### config.mk
export PLATFORM = sky130hd
export DESIGN_NAME = packet_queue
export DESIGN_NICKNAME = d
export VERILOG_FILES = /design/src/rtl/packet_queue.sv
export SDC_FILE = /design/constraint.sdc
export NUM_CORES = 1
export LEC_CHECK = 0
export CORE_ASPECT_RATIO = 0.7
export CORE_UTILIZATION = 34
export DETAILED_ROUTE_END_ITERATION = 10
export PLACE_DENSITY = 0.52
export SLEW_MARGIN = 40
export SYNTH_ARGS = -nofsm -noshare
export SYNTH_HDL_FRONTEND = slang
export SYNTH_SLANG_ARGS = --single-unit
### constraint.sdc
create_clock -name hwclk -period 3.97 [get_ports hwclk]
set_clock_uncertainty 0.05 [all_clocks]
set_input_delay 0.397 -clock hwclk [delete_from_list [all_inputs] [get_ports hwclk]]
set_output_delay 0.397 -clock hwclk [all_outputs]
set_load 0.005 [all_outputs]
### src/rtl/packet_queue.sv
// rtl/packet_queue.sv - packet-granular FIFO between UART receiver and sender
// Stores whole packets and launches them one at a time, paced by the sender busy flag.
module packet_queue #(
  parameter int PACKET_SIZE   = 4,
  parameter int DEPTH         = 4,
  parameter int ADDR_W        = 2,
  parameter int START_TIMEOUT = 8
) (
  input  logic                     hwclk,
  input  logic                     rst_n,
  input  logic [8*PACKET_SIZE-1:0] in_packet,
  input  logic                     in_ready,
  output logic [8*PACKET_SIZE-1:0] out_packet,
  output logic                     out_enable,
  input  logic                     out_busy,
  output logic [ADDR_W:0]          count,
  output logic                     full,
  output logic                     empty,
  output logic                     overflow
);

  localparam int DW = 8 * PACKET_SIZE;
  localparam int TW = (START_TIMEOUT > 2) ? $clog2(START_TIMEOUT) : 1;

  typedef enum logic [1:0] {
    IDLE,
    LAUNCH,
    WAIT_START,
    WAIT_DONE
  } state_e;

  logic [DW-1:0]     mem_q [DEPTH];
  logic [DW-1:0]     mem_d [DEPTH];
  logic [ADDR_W-1:0] wr_ptr_q, wr_ptr_d;
  logic [ADDR_W-1:0] rd_ptr_q, rd_ptr_d;
  logic [ADDR_W:0]   count_q, count_d;
  logic              full_q, full_d;
  logic              empty_q, empty_d;
  logic              overflow_q, overflow_d;
  logic [DW-1:0]     out_packet_q, out_packet_d;
  logic              out_enable_q, out_enable_d;
  state_e            state_q, state_d;
  logic [TW-1:0]     timer_q, timer_d;

  logic pop;
  logic push;

  always_comb begin
    mem_d        = mem_q;
    wr_ptr_d     = wr_ptr_q;
    rd_ptr_d     = rd_ptr_q;
    count_d      = count_q;
    overflow_d   = overflow_q;
    out_packet_d = out_packet_q;
    out_enable_d = 1'b0;
    state_d      = state_q;
    timer_d      = timer_q;

    pop  = (state_q == IDLE) && !empty_q && !out_busy;
    // A full queue still accepts when a slot frees up on the same edge.
    push = in_ready && (!full_q || pop);

    if (push) begin
      mem_d[wr_ptr_q] = in_packet;
      wr_ptr_d        = wr_ptr_q + 1'b1;
    end
    if (in_ready && !push) begin
      overflow_d = 1'b1;
    end

    unique case ({push, pop})
      2'b10:   count_d = count_q + 1'b1;
      2'b01:   count_d = count_q - 1'b1;
      default: count_d = count_q;
    endcase
    full_d  = (count_d == (ADDR_W + 1)'(DEPTH));
    empty_d = (count_d == '0);

    unique case (state_q)
      IDLE: begin
        if (pop) begin
          out_packet_d = mem_q[rd_ptr_q];
          rd_ptr_d     = rd_ptr_q + 1'b1;
          out_enable_d = 1'b1;
          state_d      = LAUNCH;
        end
      end
      LAUNCH: begin
        timer_d = '0;
        state_d = WAIT_START;
      end
      WAIT_START: begin
        // Exit on the cycle the timer would reach START_TIMEOUT-1, i.e. IDLE
        // is entered START_TIMEOUT cycles after LAUNCH.
        if (out_busy) begin
          state_d = WAIT_DONE;
        end else if (timer_q == TW'(START_TIMEOUT - 2)) begin
          state_d = IDLE;
        end else begin
          timer_d = timer_q + 1'b1;
        end
      end
      WAIT_DONE: begin
        if (!out_busy) begin
          state_d = IDLE;
        end
      end
      default: state_d = IDLE;
    endcase
  end

  always_ff @(posedge hwclk or negedge rst_n) begin
    if (!rst_n) begin
      mem_q        <= '{default: '0};
      wr_ptr_q     <= '0;
      rd_ptr_q     <= '0;
      count_q      <= '0;
      full_q       <= 1'b0;
      empty_q      <= 1'b1;
      overflow_q   <= 1'b0;
      out_packet_q <= '0;
      out_enable_q <= 1'b0;
      state_q      <= IDLE;
      timer_q      <= '0;
    end else begin
      mem_q        <= mem_d;
      wr_ptr_q     <= wr_ptr_d;
      rd_ptr_q     <= rd_ptr_d;
      count_q      <= count_d;
      full_q       <= full_d;
      empty_q      <= empty_d;
      overflow_q   <= overflow_d;
      out_packet_q <= out_packet_d;
      out_enable_q <= out_enable_d;
      state_q      <= state_d;
      timer_q      <= timer_d;
    end
  end

  assign out_packet = out_packet_q;
  assign out_enable = out_enable_q;
  assign count      = count_q;
  assign full       = full_q;
  assign empty      = empty_q;
  assign overflow   = overflow_q;

endmodule

==> Word level (Yosys, flattened, before mapping) <==
Index checks and enable logic that the tools add are counted.
{ "totals": {"reg_bits": 176, "in_bits": 36, "output_inout_bits": 39, "wordCells": 69} }
{ "op_classes": {"addsub": 5, "magnitude_cmp": 3, "n_eq_ne": 12, "n_mux": 17, "n_bitwise": 2, "n_reduce_logical": 16} }
{ "ops": {"columns": ["operator", "count"], "rows": [
  ["128-bit bitwise mux", 1],
  ["32-bit 2-to-1 mux", 3],
  ["32-bit binary-select mux with 2-bit select", 1],
  ["32-bit demux with 2-bit select", 1],
  ["3-bit one-hot mux with 2 select lines", 2],
  ["2-bit 2-to-1 mux", 4],
  ["2-bit inequality test (second input constant)", 4],
  ["2-bit one-hot mux with 4 select lines", 1],
  ["3-bit by 1-bit adder with 3-bit output (second input constant)", 2],
  ["2-bit == test (second input constant)", 3],
  ["3-bit == test (second input constant)", 2],
  ["3-bit greater-or-equal comparator (second input constant)", 2],
  ["3-bit 2-to-1 mux", 2],
  ["2-bit inverter with 3-bit output", 2],
  ["3-bit AND reduction", 2],
  ["1-bit logical AND", 5],
  ["2-bit by 1-bit adder with 2-bit output (second input constant)", 2],
  ["2-bit by 1-bit == test with 1-bit output (second input constant)", 2],
  ["1-bit logical NOT", 4],
  ["3-bit logical NOT", 1],
  ["3-bit by 1-bit less-than comparator with 1-bit output (second input constant)", 1],
  ["3-bit inequality test (second input constant)", 1],
  ["3-bit by 1-bit subtractor with 3-bit output (second input constant)", 1],
  ["2-bit logical NOT", 1],
  ["other kinds (4)", 5]
]} }

==> Logic depth before layout (Yosys ltp) <==
Gate-level depths: netlist of the first run.
{ "depth": {"ltp_word": 8, "mapped_depth": 9, "depth_no_buf": 8} }

==> Worst setup path before layout of the first run <==
Ideal clock, no wire load.
{ "synth_timing": {"path_kind": "reg2reg", "start": "register state_q[1]", "end": "register count_q[2], in the netlist count[2]", "setup_ns": 0.127, "arrival_ns": 2.496, "required_time_ns": 3.793, "setup_slack_ns": 1.297, "path_stages_with_launch": 10, "n_path_buf": 2, "synth_period_minus_slack_ns": 2.673, "path_cell_list": "dfrtp_1 buf_2 nor4_4 buf_4 ha_1 inv_1 fa_1 xor2_1 o21a_1 or2_2"} }
{ "synth_via": {"elab_chain_len": 7, "elab_cells_between_ends": 8, "classes_between": "eq/ne (2); mux (1); reduce/logical (5)"} }
{ "synth_lines": {"columns": ["element", "line_no", "source"], "rows": [
  ["start, declared", "42", "state_e state_q, state_d;"],
  ["start signal, assigned", "135", "state_q <= state_d;"],
  ["2-bit logical NOT *", "59", "pop = (state_q == IDLE) && !empty_q && !out_busy;"],
  ["1-bit logical AND * (2 in a row)", "59", null],
  ["1-bit logical OR", "61", "push = in_ready && (!full_q || pop);"],
  ["1-bit logical AND", "61", null],
  ["2-bit by 1-bit == test with 1-bit output or 2-bit == test (tied branches)", "71", "unique case ({push, pop})"],
  ["3-bit one-hot mux with 2 select lines *", "71", null],
  ["via count_d[2]", "36", "logic [ADDR_W:0] count_q, count_d;"],
  ["end signal, assigned", "129", "count_q <= count_d;"],
  ["end, declared", "36", null]
]} }
Mark *: on every way through the listed nets, which the timed path passes. The rest lies on a longest branch.
A chain may end at the register's enable or synchronous reset.

==> Worst setup path in the final report of the first run <==
{ "layout_timing": {"start": "register state_q[0]", "end": "register full_q, in the netlist full"} }
{ "layout_via": {"elab_chain_len": 8, "elab_cells_between_ends": 9, "classes_between": "eq/ne (3); mux (1); reduce/logical (5)"} }
{ "layout_lines": {"columns": ["element", "line_no", "source"], "rows": [
  ["2-bit logical NOT *", "59", null],
  ["1-bit logical AND * (2 in a row)", "59", null],
  ["1-bit logical OR", "61", null],
  ["1-bit logical AND", "61", null],
  ["2-bit by 1-bit == test with 1-bit output or 2-bit == test (tied branches)", "71", null],
  ["3-bit one-hot mux with 2 select lines *", "71", null],
  ["3-bit == test *", "76", "full_d = (count_d == (ADDR_W + 1)'(DEPTH));"],
  ["via full_d", "37", "logic full_q, full_d;"],
  ["end signal, assigned", "130", "full_q <= full_d;"],
  ["end, declared", "37", null]
]} }
Marks and branches as above.

==> impl_metrics.py, run 1 <==
metrics = {
    "clocking": {
        "ctsResizeCount": 0,
        "clockBufferDepth": 2,
        "tritoncts": "yes",
        "cts_hold_buf": 1,
        "clock_latency_ns": 0.43,
        "cts_root_buf": "clkbuf_16",
        "cts_setup_buffers": 0,
        "cts_sinks": 176,
        "clk_pin_slew_ns": 0.07,
        "cts_made_buffers": 17,
        "cts-htree-levels": 4,
    },
    "global_routing": {
        "first_global_vias": 4725,
        "grt_pass1_wl_um": 27400,
        "grt_overflow": 0,
        "grt_max_degree": 80,
        "grt_use_total_pct": 14.7,
        "antenna_found_initial": 0,
    },
    "yosys": {
        "synth_top_flop_cell": "dfrtp_1",
        "synth_top_cell_area_share_pct": 53.3,
        "synth_compound_area_share_pct": 1.72,
        "syn_inst": 456,
        "synth-adder-area-share_pct": 1.31,
        "postSynthAreaPerCell_sq_um": 18.0,
        "ys_seq_elements": 176,
        "ys_async_sr_fraction_pct": 100,
        "yosys.area_share.simple_pct": 2.39,
        "synth_edf_count": 0,
        "muxShareOfSynthArea_pct": 36.3,
        "synthesis.area_sq_mm": 0.00822,
        "synthTopCellsByArea": "dfrtp_1, mux2_4, mux4_2",
        "yosys-top-cells-count": "dfrtp_1, mux2_4, mux2_2",
        "synth_area_leader_cell": "dfrtp_1",
        "synth_top_family_by_area": "multiplexers",
        "synth_xor_area_share_pct": 0.533,
        "synth_nets": 500,
        "seq_area_frac_synth_pct": 53.6,
        "ys_warn_count": 0,
        "yosysMostFrequentCell": "dfrtp_1",
        "synth_cell_types": 35,
    },
    "worst_setup_path": {
        "crit_chain": "o41a_4 > nand2b_4 > ha_1 > inv_1 > fa_1 > and3b_1 > a31oi_1 > o21ba_2",
        "crit_family": "compound AO/OA/AOI/OAI gates",
        "r2r-end": "full",
        "path_class": "flop to flop",
        "critPathMaxFanout": 12,
        "reg2reg_slack_ns": 1.10,
        "worstSetupEndpointType": "flop",
        "timing.critical_path.buf_inv": 1,
        "rr_startpoint": "state_q[0]",
        "critPathArrivalTime_ns": 3.15,
        "r2r_cells": 8,
        "critPathMaxStageDelay_ns": 0.67,
        "startpoint_type": "flop",
        "critPathRequiredTime_ns": 4.25,
        "cp_slowest_cell": "o41a_4",
    },
    "hold_path": {
        "min_from": "overflow",
        "whs_endpoint": "overflow",
        "hold_depth": 1,
        "hold_path.class": "flop to flop",
    },
    "layout": {
        "drive_gt1_share_pct": 45.0,
        "nNetsFinal": 578,
        "final_cells": 865,
        "n_antenna_cell": 0,
        "area_delta_synth_final_pct": 18.7,
        "nFillCells": 2125,
        "design_area_sq_mm": 0.00976,
    },
    "detailed_routing": {
        "vias": 4099,
        "drtIter0Drc": 120,
        "drc": 0,
        "ant_nets": 0,
        "vias_per_cell": 4.74,
        "dr.pass1.iters": 4,
        "wl_um": 16700,
        "wire_per_inst_um": 19.3,
    },
    "placement": {
        "post_dp_cell_area_sq_mm": 0.00916,
        "gp_congestion": 0.724,
        "portBuffers": 74,
        "post-place-ws_ns": 0.664,
        "dp.cells": 832,
        "place_hpwl_um": 10100,
    },
    "floorplanning": {
        "die-area_sq_mm": 0.0248,
        "die-height_um": 132,
        "core_sq_mm": 0.0237,
        "boundaryPins": 75,
        "start_util_pct": 34.7,
        "die_width_um": 188,
        "placementRows": 47,
    },
    "timing": {
        "worst_slack_ns": 1.10,
        "max_clock_freq_ghz": 0.348,
        "maxSlewViolCount": 0,
        "fin_hold_ws_ns": 0.421,
        "setup_viol": 0,
        "relSlewSlack_pct": 55.5,
        "hold_viol_final": 0,
        "fin_crit_sh_pct": 72.4,
        "finalSetupTns_ns": 0,
        "rsz0062_at_grt": "no",
        "min_period_ns": 2.87,
        "worst_slew_pin_slew_ns": 0.667,
    },
    "run_status": {
        "outcome": "finished clean",
    },
    "run": {
        "max_cap_viol_count": 0,
    },
    "power": {
        "power.leakage_uw": 0.00416,
        "power_per_cell_area_mw_per_mm2": 860,
        "peakVddDrop_mv": 0.389,
    },
}
==> layer usage <==
metal	global-route usage [%]	share of wire, %
met4	5.28	1.5
met3	3.25	2.9
met2	22.8	47
met5	0	0
met1	20.2	48
==> per-stage QoR <==
step | util, % | total power (uW)
2_1_floorplan | - | 5840
3_3_place_gp | 38.7 | 6690
3_5_place_dp | 38.7 | 6790
4_1_cts | 41.2 | 8530
5_1_grt | 41.2 | 8910
6_report | 41.2 | 8390
==> layout by cell type, fill, tap and decap left out, drive strengths merged, types with 4 or more instances in the layout <==
cell             n
dfrtp          175
inv              9
clkinv           4
mux2           161
clkbuf          21
mux4            32
a21oi            4
clkdlybuf4s50   73
clkinvlp         4
nor2             7
buf             10
nand2            7
ha               7
==> final cells by class <==
type / instances / area [sq um] / area share [%]
Clock buffer: 20 / 447 / 4.58
Timing Repair Buffer: 85 / 867 / 8.89
Inverter: 7 / 26.3 / 0.269
Clock inverter: 12 / 135 / 1.38
Sequential cell: 176 / 4410 / 45.2
Tap cell: 318 / 398 / 4.08
Multi-Input combinational cell: 247 / 3470 / 35.6
==> worst reg2reg max path: cells and delay by family, from the launching register on <==
family,cells,cell delay [ns]
AO/OA/AOI/OAI,3,1.03
adder cells (fa/ha/maj),2,0.66
buffers and inverters,1,0.08
flip-flops,1,0.54
AND/OR/NAND/NOR,2,0.40
==> worst max-delay path by stage <==
stage | slack [ns] | end | from | cells after the start
after floorplan | 1.30 | count[2] | state_q[1] | 9
after global placement | 0.76 | full | out_busy | 9
after detailed placement | 0.66 | full | out_busy | 9
after CTS | 1.09 | full | state_q[0] | 8
after global routing | 0.99 | full | state_q[0] | 8
final | 1.10 | full | state_q[0] | 8
==> registers in the layout, indices dropped and copies added, names as in the netlist <==
| signal | cells |
|---|---|
| out_packet | 32 |
| rd_ptr_q | 2 |
| wr_ptr_q | 2 |
| timer_q | 3 |
| empty | 1 |
| count | 3 |
| out_enable | 1 |
| mem_q | 128 |
| full | 1 |
| overflow | 1 |
| state_q | 2 |
==> where the power goes <==
group          switching [uW]  internal, uW  total (uW)
Combinational            1050          2310        3350
Clock                     725           947        1670
Sequential                654          2710        3370
==> kinds of logic after synthesis <==
logic type	after synthesis
adders and majority gates	8
DFF	176
xor gates and xnor gates	5
and+or+nand+nor	23
AOI/OAI and AO/OA	18
muxes	193
buffers and inverters	33
Power figures use the tool's default switching activity.
==> inputs of run 2 (changes only) <==
- PLACE_DENSITY: 0.52 -> 0.54
- clock period: 3.97 -> 2.62 ns (I/O delays scaled with it)
==> run 2 against run 1 <==
Net effect:
- sequential share of layout area shrank 1.3 points
- core utilization grew 1.2 points
- largest cell class unchanged
- combinational power grew 64%
- routed wire length up 1.8%
- clock-buffer cell count rose by 8
- fmax increased by 18%
- cell area rose by 2.8%
==> impl_metrics.py, run 2 (same netlist as run 1, synthesis figures left out) <==
metrics = {
    "worst_setup_path": {
        "critPathArrivalTime_ns": 2.71,
        "crit_family": "compound AO/OA/AOI/OAI gates",
        "critPathRequiredTime_ns": 2.89,
        "critPathMaxFanout": 2,
        "startpoint_type": "flop",
        "crit_chain": "o41a_4 > nand2b_4 > ha_1 > inv_1 > fa_1 > and3b_1 > a31oi_1 > o21ba_2",
        "cp_slowest_cell": "o41a_4",
        "timing.critical_path.buf_inv": 1,
        "worstSetupEndpointType": "flop",
        "critPathMaxStageDelay_ns": 0.49,
        "path_class": "flop to flop",
    },
    "layout": {
        "most-common-layout-cells": "dfrtp_1, mux2_4, clkdlybuf4s50_1",
        "drive_gt1_share_pct": 46.1,
        "final_util_pct": 42.3,
        "nFillCells": 2070,
        "area_delta_synth_final_pct": 22.0,
        "largest-register": "mem_q",
        "layout_commonest_cell": "dfrtp_1",
        "multi_input_area_sq_mm": 0.00347,
        "largest_reg_flops": 128,
        "regArea_sq_mm": 0.00441,
        "nNetsFinal": 597,
    },
    "detailed_routing": {
        "drc": 0,
        "ant_nets": 0,
        "wl_um": 17000,
        "vias": 4174,
        "dr.pass1.iters": 4,
        "wire_per_inst_um": 19.2,
        "drtIter0Drc": 255,
        "vias_per_cell": 4.71,
    },
    "power": {
        "peakVddDrop_mv": 0.591,
        "power_per_cell_area_mw_per_mm2": 1300,
        "power.leakage_uw": 0.00431,
        "power.total_uw": 13000,
    },
    "floorplanning": {
        "die-height_um": 132,
        "start_util_pct": 34.7,
        "die_width_um": 188,
        "core_sq_mm": 0.0237,
        "placementRows": 47,
        "die-area_sq_mm": 0.0248,
        "boundaryPins": 75,
    },
    "clocking": {
        "tritoncts": "yes",
        "ctsResizeCount": 0,
        "clockBufferDepth": 2,
        "cts-htree-levels": 4,
        "cts_sinks": 176,
        "cts_made_buffers": 17,
        "clk_pin_slew_ns": 0.07,
        "cts_setup_buffers": 0,
        "clock_latency_ns": 0.43,
        "cts_root_buf": "clkbuf_16",
    },
    "timing": {
        "maxSlewViolCount": 0,
        "worst_slew_pin_slew_ns": 0.741,
        "setup_viol": 0,
        "min_period_ns": 2.44,
        "rsz0062_at_grt": "no",
        "max_clock_freq_ghz": 0.411,
        "hold_viol_final": 0,
        "fin_crit_sh_pct": 93.0,
        "relSlewSlack_pct": 50.6,
    },
    "placement": {
        "gp_congestion": 0.709,
        "portBuffers": 74,
        "place_hpwl_um": 10800,
    },
    "run": {
        "max_cap_viol_count": 0,
    },
    "global_routing": {
        "grt_pass1_wl_um": 28200,
        "grt_max_degree": 78,
        "first_global_vias": 4800,
        "grt_overflow": 0,
        "grt_use_total_pct": 15.0,
        "antenna_found_initial": 1,
    },
    "run_status": {
        "outcome": "finished clean",
    },
    "hold_path": {
        "hold_path.class": "input port to async pin",
    },
}
## run 2: changes by cell type in the layout (fill, tap and decap cells not counted), sizes merged
cell	before	now
buf	10	30
clkinvlp	4	0
clkinv	4	1
clkbuf	21	28
inv	9	8
diode	0	2
## run 2: final cells by class
cell class	instances	area share [%]
antenna	2	0.0499
clock buffer	28	5.15
clock inverter	4	0.736
inverter	7	0.262
multi-input combinational	247	34.6
sequential	176	43.9
tap	318	3.97
timing repair buffer	104	11.3
## run 2: what timing repair did
| action | in CTS | in global routing |
|---|---|---|
| endpoints found under the hold margin | 73 | 0 |
| hold buffers | 1 | 0 |
| setup endpoints to repair | 0 | 0 |
## run 2: path summary, 6_finish.rpt
kind / startpoint / end / slack (ns) / cells past startpoint
worst min-delay path: rst_n / out_packet[16] / 0.38 / 2
worst min register to register: overflow / overflow / 0.44 / 1
max in group asynchronous: rst_n / empty / 1.32 / 3
worst max-delay path: state_q[0] / full / 0.18 / 8
worst max register to register: state_q[0] / full / 0.18 / 8
min in group hwclk: overflow / overflow / 0.44 / 1
## run 2: layer usage
metal / vias up / track usage, % / wire length (um)
met2: 62 / 22.5 / 7690
met3: 10 / 4.55 / 676
met5: - / 0 / 0
li1: 1867 / - / -
met4: 0 / 3.39 / 146
met1: 2235 / 21.2 / 8500
## run 2: stage by stage
| stage | setup TNS (ns) | hold slack, ns | area, sq um | cells | setup slack [ns] |
|---|---|---|---|---|---|
| CTS | 0 | 0.423 | 10000 | 884 | 0.173 |
| global route | 0 | 0.447 | 10000 | 884 | 0.0972 |
| global placement | -0.124 | 0.283 | 9430 | 851 | -0.0930 |
| detailed placement | -0.183 | 0.301 | 9430 | 851 | -0.108 |
| floorplan | 0 | -0.0836 | 8230 | 456 | 0.0230 |
| finish | 0 | 0.375 | 10000 | 886 | 0.185 |
## run 2: worst reg2reg max path: stages, from the launching register on
cell and delay [ns]:
dfrtp_1 0.39, o41a_4 0.49, nand2b_4 0.15, ha_1 0.21
inv_1 0.08, fa_1 0.43, and3b_1 0.19, a31oi_1 0.16
o21ba_2 0.18
## run 2: power by group
part / internal, uW / switching [uW] / total [uW]
Sequential: 4110 / 846 / 4960
Clock: 1540 / 1030 / 2570
Combinational: 3700 / 1800 / 5490
Total: 9350 / 3670 / 13000
==> inputs of run 3 (changes only) <==
- CORE_UTILIZATION: 34 -> 35
- PLACE_DENSITY: 0.54 -> 0.53
- clock period: 2.62 -> 3 ns (I/O delays scaled with it)
==> run 3 against run 2 <==
Net effect:
- power is 14% lower
- fmax decreased by 8.6%
- cell area decreased by 2.0%
- largest power group unchanged
- highest routed layer unchanged
==> impl_metrics.py, run 3 (same netlist as run 1, synthesis figures left out) <==
metrics = {
    "floorplanning": {
        "placementRows": 46,
        "die_width_um": 185,
        "die-area_sq_mm": 0.0241,
        "die-height_um": 130,
        "boundaryPins": 75,
        "start_util_pct": 36.0,
        "core_sq_mm": 0.0228,
    },
    "clocking": {
        "tritoncts": "yes",
        "cts_made_buffers": 17,
        "clk_pin_slew_ns": 0.07,
        "cts_root_buf": "clkbuf_16",
        "cts-htree-levels": 4,
        "clockBufferDepth": 2,
        "cts_sinks": 176,
        "clock_latency_ns": 0.43,
    },
    "layout": {
        "nNetsFinal": 584,
        "most-common-layout-cells": "dfrtp_1, mux2_4, clkdlybuf4s50_1",
        "largest_reg_flops": 128,
        "drive_gt1_share_pct": 45.9,
        "final_cells": 865,
        "area_delta_synth_final_pct": 19.6,
        "regArea_sq_mm": 0.00441,
        "largest-register": "mem_q",
        "layout_commonest_cell": "dfrtp_1",
        "multi_input_area_sq_mm": 0.00347,
        "n_antenna_cell": 0,
        "nFillCells": 2038,
    },
    "timing": {
        "max_clock_freq_ghz": 0.375,
        "min_period_ns": 2.66,
        "finalSetupTns_ns": 0,
        "rsz0062_at_grt": "no",
        "worst_slew_pin_slew_ns": 0.627,
        "maxSlewViolCount": 0,
        "fin_crit_sh_pct": 88.8,
        "relSlewSlack_pct": 58.2,
        "setup_viol": 0,
        "hold_viol_final": 0,
    },
    "placement": {
        "place_hpwl_um": 10200,
        "gp_congestion": 0.704,
        "dp.cells": 832,
        "portBuffers": 74,
    },
    "hold_path": {
        "hold_path.class": "input port to async pin",
    },
    "worst_setup_path": {
        "rr_startpoint": "state_q[1]",
        "critPathMaxFanout": 11,
        "path_class": "flop to flop",
        "worstSetupEndpointType": "flop",
        "reg2reg_slack_ns": 0.34,
        "r2r_cells": 8,
        "r2r-end": "full",
        "critPathArrivalTime_ns": 2.93,
        "critPathRequiredTime_ns": 3.27,
        "startpoint_type": "flop",
    },
    "global_routing": {
        "antenna_found_initial": 0,
        "first_global_vias": 4798,
        "grt_pass1_wl_um": 27600,
        "grt_max_degree": 76,
        "grt_overflow": 0,
        "grt_use_total_pct": 15.4,
    },
    "detailed_routing": {
        "dr.pass1.iters": 4,
        "wl_um": 16800,
        "vias_per_cell": 4.80,
        "drc": 0,
        "drtIter0Drc": 168,
        "vias": 4153,
        "wire_per_inst_um": 19.4,
        "ant_nets": 0,
    },
    "power": {
        "power_per_cell_area_mw_per_mm2": 1130,
        "power.leakage_uw": 0.00421,
        "peakVddDrop_mv": 0.522,
    },
    "run": {
        "max_cap_viol_count": 0,
    },
    "run_status": {
        "outcome": "finished clean",
    },
}
run 3: cell type report:
cell class              instances  share of cell area [%]
clock buffers                  19                    4.60
flip-flops and latches        176                    44.8
well taps                     312                    3.97
inverters                       7                   0.267
clock inverters                13                    1.28
repair buffers                 91                    9.76
multi-input cells             247                    35.3
run 3: critical path: stages, from the launching register on:
cell      delay [ns]
dfrtp_1         0.52
o41a_4          0.52
nand2b_4        0.16
ha_1            0.24
inv_1           0.10
fa_1            0.43
and3b_1         0.19
a31oi_1         0.16
o21ba_2         0.19
run 3: repair_timing:
item | CTS | global route
gates resized for setup | 0 | 0
setup endpoints to repair | 0 | 0
hold buffers | 1 | 0
buffers inserted | 0 | 0
endpoints found under the hold margin | 58 | 0
run 3: worst max-delay path by stage:
stage                           from  slack (ns)  cells after the start       end
after detailed placement    out_busy        0.16                      9      full
after CTS                 state_q[1]        0.32                      8      full
after floorplan           state_q[1]        0.33                      9  count[2]
final                     state_q[1]        0.34                      8      full
after global placement      out_busy        0.22                      9      full
after global routing      state_q[1]        0.21                      8      full
run 3: through the flow:
stage	setup slack (ns)	util, %	hold WS, ns	cell area (sq um)	power (uW)
3_5_place_dp	0.156	40.5	0.276	9250	9070
5_1_grt	0.207	43.1	0.433	9840	11900
2_1_floorplan	0.327	-	-0.0456	8220	7730
3_3_place_gp	0.223	40.5	0.275	9250	8940
4_1_cts	0.316	43.1	0.383	9840	11300
6_report	0.336	43.1	0.359	9840	11200
run 3: metal layers:
metal / track usage, % / share of wire (%)
met5: 0 / 0
met4: 5.98 / 1.4
met3: 3.66 / 3.6
met2: 23.4 / 46
met1: 21.4 / 49
run 3: report_power, final:
group	total (uW)	leakage, uW	internal (uW)	switching, uW
Sequential	4390	0.00209	3590	804
Clock	2190	0.000273	1200	985
Combinational	4580	0.00184	3120	1460
Total	11200	0.00421	7910	3250
